--- src/rtl/page_ctrl.sv ---
`default_nettype none
// ============================================================================
//  Module      : page_ctrl
//  Description : Start/menu page sequencer. Converts four debounced buttons
//                into page select, option highlight, blink phase and fade
//                brightness for the page renderers, plus a start pulse.
//  Revision    : 1.0  initial release
// ============================================================================
module page_ctrl #(
  parameter int NUM_OPTS     = 2,
  parameter int SEL_W        = 1,
  parameter int BLINK_FRAMES = 30,
  parameter int FADE_FRAMES  = 4
) (
  input  logic             clk_25MHz,
  input  logic             rst,
  input  logic             frame_tick,
  input  logic             btn_enter,
  input  logic             btn_left,
  input  logic             btn_right,
  input  logic             btn_back,
  output logic [1:0]       page,
  output logic [SEL_W-1:0] sel,
  output logic             opt,
  output logic [3:0]       fade_level,
  output logic             start_pulse
);

  // Page encoding doubles as the page output.
  localparam logic [1:0] ST_TITLE = 2'd0;
  localparam logic [1:0] ST_MENU  = 2'd1;
  localparam logic [1:0] ST_FADE  = 2'd2;
  localparam logic [1:0] ST_RUN   = 2'd3;

  localparam int BLINK_W = (BLINK_FRAMES > 1) ? $clog2(BLINK_FRAMES) : 1;
  localparam int FADE_W  = (FADE_FRAMES  > 1) ? $clog2(FADE_FRAMES)  : 1;

  localparam logic [BLINK_W-1:0] BLINK_LAST = BLINK_W'(BLINK_FRAMES - 1);
  localparam logic [BLINK_W-1:0] BLINK_ONE  = BLINK_W'(1);
  localparam logic [FADE_W-1:0]  FADE_LAST  = FADE_W'(FADE_FRAMES - 1);
  localparam logic [FADE_W-1:0]  FADE_ONE   = FADE_W'(1);
  localparam logic [SEL_W-1:0]   SEL_LAST   = SEL_W'(NUM_OPTS - 1);
  localparam logic [SEL_W-1:0]   SEL_ONE    = SEL_W'(1);
  localparam logic [3:0]         FADE_FULL  = 4'd15;

  // Button bit order: {back, right, left, enter}
  logic [3:0] btn_raw;
  logic [3:0] btn_meta;
  logic [3:0] btn_sync;
  logic [3:0] btn_prev;
  logic [3:0] ev;

  logic ev_enter;
  logic ev_left;
  logic ev_right;
  logic ev_back;

  logic [1:0]         state;
  logic [1:0]         state_d;
  logic [SEL_W-1:0]   sel_d;
  logic [3:0]         fade_d;
  logic [FADE_W-1:0]  fade_cnt;
  logic [FADE_W-1:0]  fade_cnt_d;
  logic [BLINK_W-1:0] blink_cnt;
  logic [BLINK_W-1:0] blink_cnt_d;
  logic               opt_d;
  logic               start_d;

  assign btn_raw  = {btn_back, btn_right, btn_left, btn_enter};
  assign ev_enter = ev[0];
  assign ev_left  = ev[1];
  assign ev_right = ev[2];
  assign ev_back  = ev[3];

  // Two-flop synchronizer followed by a registered rising-edge detector;
  // each press yields a single one-cycle event three clocks after the pin.
  always_ff @(posedge clk_25MHz) begin
    if (!rst) begin
      btn_meta <= 4'd0;
      btn_sync <= 4'd0;
      btn_prev <= 4'd0;
      ev       <= 4'd0;
    end else begin
      btn_meta <= btn_raw;
      btn_sync <= btn_meta;
      btn_prev <= btn_sync;
      ev       <= btn_sync & ~btn_prev;
    end
  end

  // State register: page, selection, counters and all outputs.
  always_ff @(posedge clk_25MHz) begin
    if (!rst) begin
      state       <= ST_TITLE;
      sel         <= '0;
      fade_level  <= FADE_FULL;
      fade_cnt    <= '0;
      blink_cnt   <= '0;
      opt         <= 1'b0;
      start_pulse <= 1'b0;
    end else begin
      state       <= state_d;
      sel         <= sel_d;
      fade_level  <= fade_d;
      fade_cnt    <= fade_cnt_d;
      blink_cnt   <= blink_cnt_d;
      opt         <= opt_d;
      start_pulse <= start_d;
    end
  end

  // Next-state logic: page transitions, menu navigation and the fade ramp.
  always_comb begin
    state_d    = state;
    sel_d      = sel;
    fade_d     = fade_level;
    fade_cnt_d = fade_cnt;
    case (state)
      ST_TITLE: begin
        if (ev_enter) begin
          state_d = ST_MENU;
          sel_d   = '0;
        end
      end
      ST_MENU: begin
        if (ev_back) begin
          state_d = ST_TITLE;
          sel_d   = '0;
        end else if (ev_enter) begin
          // Selection is committed as-is; simultaneous left/right are dropped.
          state_d    = ST_FADE;
          fade_d     = FADE_FULL;
          fade_cnt_d = '0;
        end else if (ev_right && !ev_left) begin
          sel_d = (sel == SEL_LAST) ? '0 : sel + SEL_ONE;
        end else if (ev_left && !ev_right) begin
          sel_d = (sel == '0) ? SEL_LAST : sel - SEL_ONE;
        end
      end
      ST_FADE: begin
        if (frame_tick) begin
          if (fade_cnt == FADE_LAST) begin
            fade_cnt_d = '0;
            if (fade_level == 4'd0) begin
              // Stepping below black ends the fade instead of wrapping.
              state_d = ST_RUN;
              fade_d  = FADE_FULL;
            end else begin
              fade_d = fade_level - 4'd1;
            end
          end else begin
            fade_cnt_d = fade_cnt + FADE_ONE;
          end
        end
      end
      ST_RUN: begin
        if (ev_back) begin
          state_d = ST_MENU;
        end
      end
      default: begin
        state_d = ST_TITLE;
      end
    endcase
  end

  // Output logic: highlight blink phase and the run-start pulse.
  always_comb begin
    opt_d       = opt;
    blink_cnt_d = blink_cnt;
    start_d     = (state == ST_FADE) && (state_d == ST_RUN);
    if ((state_d != state) || (sel_d != sel) ||
        (state == ST_FADE) || (state == ST_RUN)) begin
      // Any visible change restarts the blink from the "off" phase.
      opt_d       = 1'b0;
      blink_cnt_d = '0;
    end else if (frame_tick) begin
      if (blink_cnt == BLINK_LAST) begin
        blink_cnt_d = '0;
        opt_d       = ~opt;
      end else begin
        blink_cnt_d = blink_cnt + BLINK_ONE;
      end
    end
  end

  assign page = state;

endmodule
`default_nettype wire

--- config.mk ---
export PLATFORM = sky130hd
export DESIGN_NAME = page_ctrl
export DESIGN_NICKNAME = d
export VERILOG_FILES = /design/src/rtl/page_ctrl.sv
export SDC_FILE = /design/constraint.sdc
export NUM_CORES = 1
export LEC_CHECK = 0
export ABC_AREA = 0
export CAP_MARGIN = 20
export CORE_ASPECT_RATIO = 1.2
export CORE_MARGIN = 1.5
export CORE_UTILIZATION = 38
export DETAILED_ROUTE_END_ITERATION = 16
export DONT_BUFFER_PORTS = 1
export GPL_TIMING_DRIVEN = 0
export PLACE_DENSITY = 0.49
export SKIP_CTS_REPAIR_TIMING = 1
export SYNTH_ARGS = -nofsm -noshare
export SYNTH_HDL_FRONTEND = slang
export SYNTH_SLANG_ARGS = --single-unit
--- constraint.sdc ---
create_clock -name clk_25MHz -period 1.65 [get_ports clk_25MHz]
set_clock_uncertainty 0.1 [all_clocks]
set_input_delay 0.2475 -clock clk_25MHz [delete_from_list [all_inputs] [get_ports clk_25MHz]]
set_output_delay 0.2475 -clock clk_25MHz [all_outputs]
set_load 0.005 [all_outputs]
Word level (Yosys, flattened, before mapping)

Index checks and enable logic that the tools add are counted.

Add/subtract/negate cells: 5
Eq/ne operators: 12
Reductions and logical operators: 15
Multiplexer cells: 28
Bitwise operators: 4

Operators by type and width:

| kind                                             | count |
|---|---|
| 2-to-1 mux 2 bit                                 | 11 |
| 2-to-1 mux 4 bit                                 | 5 |
| == test 2 bit, second input constant             | 4 |
| != test 2 bit, second input constant             | 4 |
| one-hot mux 2 bit (4 select lines)               | 1 |
| one-hot mux 4 bit (2 select lines)               | 1 |
| 2-to-1 mux 1 bit                                 | 7 |
| adder 5 x 1 -> 5 bit, second input constant      | 1 |
| == test 5 bit, second input constant             | 1 |
| 2-to-1 mux 5 bit                                 | 1 |
| AND reduction 5 bit                              | 1 |
| bitwise AND 4 bit                                | 1 |
| logical NOT 4 bit                                | 1 |
| inverter 4 bit                                   | 1 |
| one-hot mux 2 bit (2 select lines)               | 1 |
| AND reduction 4 bit                              | 1 |
| subtractor 4 x 1 -> 4 bit, second input constant | 1 |
| logical AND 1 bit                                | 3 |
| logical OR 1 bit                                 | 3 |
| adder 2 x 1 -> 2 bit, second input constant      | 1 |
| == test 2 x 1 -> 1 bit, second input constant    | 1 |
| logical NOT 1 bit                                | 2 |
| logical NOT 2 bit                                | 1 |
| != test 2 bit                                    | 1 |
| 8 further kinds                                  | 9 |

Output and inout port bits: 9
Logic and storage cells: 75
Bits in registers: 32

Longest topological paths before layout

Depth in word-level cells: 12
Depth in mapped cells: 5
Mapped depth without buffers: 5

Worst setup path before layout

Ideal clock, no wire load.

Path type: reg-to-reg
Start point: register state[1] (netlist: page[1])
End point: register sel
Required time: 1.455 ns
Setup time: 0.095 ns
Period minus slack after synthesis: 1.470 ns
Cell stages (with the launch flop): 4
Buffers on the path: 0
Arrival time: 1.275 ns
Path slack: 0.180 ns
Cells stage by stage: dfxtp_1 -> or4b_1 -> or4_1 -> o311ai_1

Cells in the longest elaborated chain, start to end: 2

Ends and longest elaborated chain:

| what                                                        | RTL line | source |
|---|---|---|
| from (decl)                                                 | 58       | `logic [1:0] state;` |
| from (signal assigned)                                      | 102      | `state <= state_d;` |
| == test 2 x 1 -> 1 bit or logical NOT 2 bit (tied branches) | 118      | `case (state)` |
| one-hot mux 1 bit (2 select lines) *                        | 118      |  |
| to (signal assigned)                                        | 103      | `sel <= sel_d;` |
| to (decl)                                                   | 23       | `output logic [SEL_W-1:0] sel,` |

Every way passes the cells marked *; elsewhere a longest branch is shown, timed or not.
A chain may end at the register's enable or synchronous reset.

Final worst setup path

Start point: register state[0] (netlist: page[0])
End point: register fade_level[2]

Cells in the longest elaborated chain, start to end: 3

Ends and longest elaborated chain:

| what                                                          | RTL line | source |
|---|---|---|
| == test 2 bit or == test 2 x 1 -> 1 bit (tied branches)       | 118      |  |
| != test 2 bit (no line) or nonzero test 2 bit (tied branches) | -        |  |
| AND reduction 5 bit (no line)                                 | -        |  |
| to (signal assigned)                                          | 96       | `fade_level <= FADE_FULL;` |
| to (signal assigned)                                          | 104      | `fade_level <= fade_d;` |
| to (decl)                                                     | 25       | `output logic [3:0] fade_level,` |

Parallel ways exist; a longest one is shown, timed or not.

==> metrics.md <==
| Metric | Value |
|---|---|
| Crit-path slowest cell | `dfxtp_2` |
| GR Util All Layers | `between 10% and 20%` |
| Finish-stage setup viols | `0` |
| DIE HEIGHT | `approximately 67 um` |
| Setup Crit Path Kind | `flop to flop` |
| CTS buffer count | `5` |
| Max-cap violations | `0` |
| Pwr per Cell Area | `1040 nW/um2` |
| Worst IR drop on VDD | `about 0.00074 V` |
| Final count of pins violating max slew | `0` |
| First-pass GRT wire length | `4420 um` |
| Clock net sink count | `32` |
| Most used DFF post-synth | `dfxtp_1` |
| Sequential share of the synthesized area | `49.1%` |
| Commonest non-fill, non-tap cell in the layout | `dfxtp_1` |
| Req. time, crit path | `1.71 ns` |
| Final Net Count | `156` |
| Routability Congestion | `0.774` |
| Number of synthesized flops with an enable pin | `0` |
| Worst slew margin | `73.0%` |
| Synth async-reset ratio | `0%` |
| Startpoint Class | `flop` |
| Clock Path Buffers | `2` |
| Count of non-filler cells in the finished layout | `183` |
| DRC | `0` |
| Htree depth | `2` |
| Tmin final | `1.57 ns` |
| FF-to-FF setup slack | `0.08 ns` |
| Die X | `around 56 um` |
| Syn nets | `146` |
| Ant diodes | `0` |
| Root Driver | `clkbuf_8` |
| CP endpoint kind | `flop` |
| DR iter-0 viols | `18` |
| Core area | `around 3300 um2` |
| HP Class | `input port to flop` |
| Pin slew with the least headroom to its limit | `0.405 ns` |
| Via/cell ratio | `5.62` |
| Final Cycle Share | `95.3%` |
| Share of layout cells above drive strength 1 | `between 10% and 20%` |
| Initial DRT Pass Iterations | `4` |
| Initial antenna violation count | `0` |
| Distinct cells, synth | `41` |
| Synth Instances | `135` |
| Via count | `1028` |
| IO Pins | `16` |
| Final Hold Viols | `0` |
| Cell area after synthesis | `1310 um2` |
| Seq cells post-synth | `32` |
| Layout Area Growth over Synthesis | `16.7%` |
| Detail Placement HPWL | `roughly 1800 um` |
| Post-Route WL | `~2500 um` |
| Port bufs | `0` |
| TritonCTS clock tree | `built` |
| Crit Path Max Fanout | `10` |
| Lkg Pwr | `0.565 nW` |
| Row count | `23` |
| Synth Area per Inst | `9.67 um2` |
| Fmax achieved | `636 MHz` |
| Placed cells | `172` |
| Reg clk slew, reported paths | `around 0.06 ns` |
| Leading cell types in the layout, fill and taps excluded | `29 x dfxtp_1, 12 x and2_1, 9 x a21oi_1` |
| Outcome | `completed` |
| WP data arrival | `1.63 ns` |
| Largest net degree at the start of global routing | `11` |
| Clock Latency Late Sink | `0.28 ns` |
| Initial Util | `39.4%` |
| WL per Instance | `13.7 um` |
| Synth warn | `0` |
| Die area | `between 3000 and 4000 um2` |
| RSZ-0062 raised after global routing | `true` |
| Total power | `1.59 mW` |
| GR Overflow Total | `0` |
| Vias in the first global route | `973` |
| CP Cell Sequence | `buf_4, and4b_1, clkbuf_4, a21oi_1, or3_1` |
| Final ANT Viol Nets | `0` |
| Largest stage delay, worst path | `between 0.3 and 0.4 ns` |
## cells in the mapped netlist (3+ instances only)
| cell type | count | area, um2 |
|---|---|---|
| nand2_1 | 7 | 26.3 |
| nor3b_1 | 3 | 22.5 |
| o21ai_0 | 4 | 20.0 |
| inv_1 | 7 | 26.3 |
| nor3_1 | 3 | 15.0 |
| nand3b_1 | 4 | 30.0 |
| o2111ai_1 | 3 | 26.3 |
| ha_1 | 4 | 50.1 |
| nor2b_1 | 4 | 25.0 |
| or3_1 | 3 | 18.8 |
| dfxtp_1 | 32 | 641 |
| and2_1 | 12 | 75.1 |
| buf_2 | 3 | 15.0 |
| a21oi_1 | 9 | 45.0 |
| nand3_1 | 3 | 15.0 |
| nand4_1 | 4 | 25.0 |
## flip-flops by register name, summed over array words and instances (netlist names)
signal	flops
blink_cnt	5
btn_meta	4
btn_prev	4
btn_sync	4
ev	4
fade_level	4
fade_cnt	2
page	2
opt	1
sel	1
start_pulse	1
## where the power goes
part | switching, mW | internal [mW]
logic | 0.0341 | 0.0299
clock network | 0.269 | 0.447
registers | 0.0137 | 0.793
## logic make-up (layout without fill, tap and decap cells)
group	after synthesis	after routing	share of synthesized area, %
xor+xnor	1	1	0.671
compound gates	30	30	15.2
simple gates	55	55	26.8
buf+inv	13	24	4.31
flops	32	32	49.1
fa+ha+maj	4	4	3.84
## critical path, delay by kind of cell (launching register included)
kind / cells / cell delay, ns
flops: 1 / 0.36
compound gates: 1 / 0.07
simple gates: 2 / 0.58
buf+inv: 2 / 0.34
## final cells by class
type,instances,area (um2)
Fill cell,316,1790
Sequential cell,32,644
Multi-Input combinational cell,90,633
Clock buffer,6,72.6
Tap cell,37,46.3
Clock inverter,2,35.0
Buffer,6,35.0
Timing Repair Buffer,3,30.0
Inverter,7,26.3
## per-layer routing
layer  vias up  routed length (um)  part of all wire [%]  global-route usage, %
met5         -                   0                     0                      0
met4         0                  49                   2.0                   8.93
met3         6                 125                   5.0                   5.75
met2        19                1210                    48                   24.3
met1       494                1120                    45                   17.1
li1        509                   -                     -                      -
## path summary, 6_finish.rpt
| check | start | end | cells past startpoint |
|---|---|---|---|
| worst max-delay path | page[0] | fade_level[2] | 5 |
| worst min register to register | btn_prev[3] | ev[3] | 1 |
| worst min-delay path | btn_left | btn_meta[1] | 1 |
| worst max register to register | page[0] | fade_level[2] | 5 |
## per-stage QoR
step / hold WS, ns / area, um2 / TNS [ns] / worst slack [ns] / utilization [%]
finish: 0.00295 / 1520 / 0 / 0.0777 / 46.0
global placement: 0.272 / 1350 / 0 / 0.0454 / 40.8
CTS: -0.00922 / 1460 / 0 / 0.0580 / 44.1
detailed placement: 0.274 / 1350 / 0 / 0.0278 / 40.8
global route: 0.00866 / 1520 / -0.0108 / -0.00887 / 46.0
floorplan: 0.267 / 1310 / 0 / 0.180 / -
(Power assumes the default switching activity.)
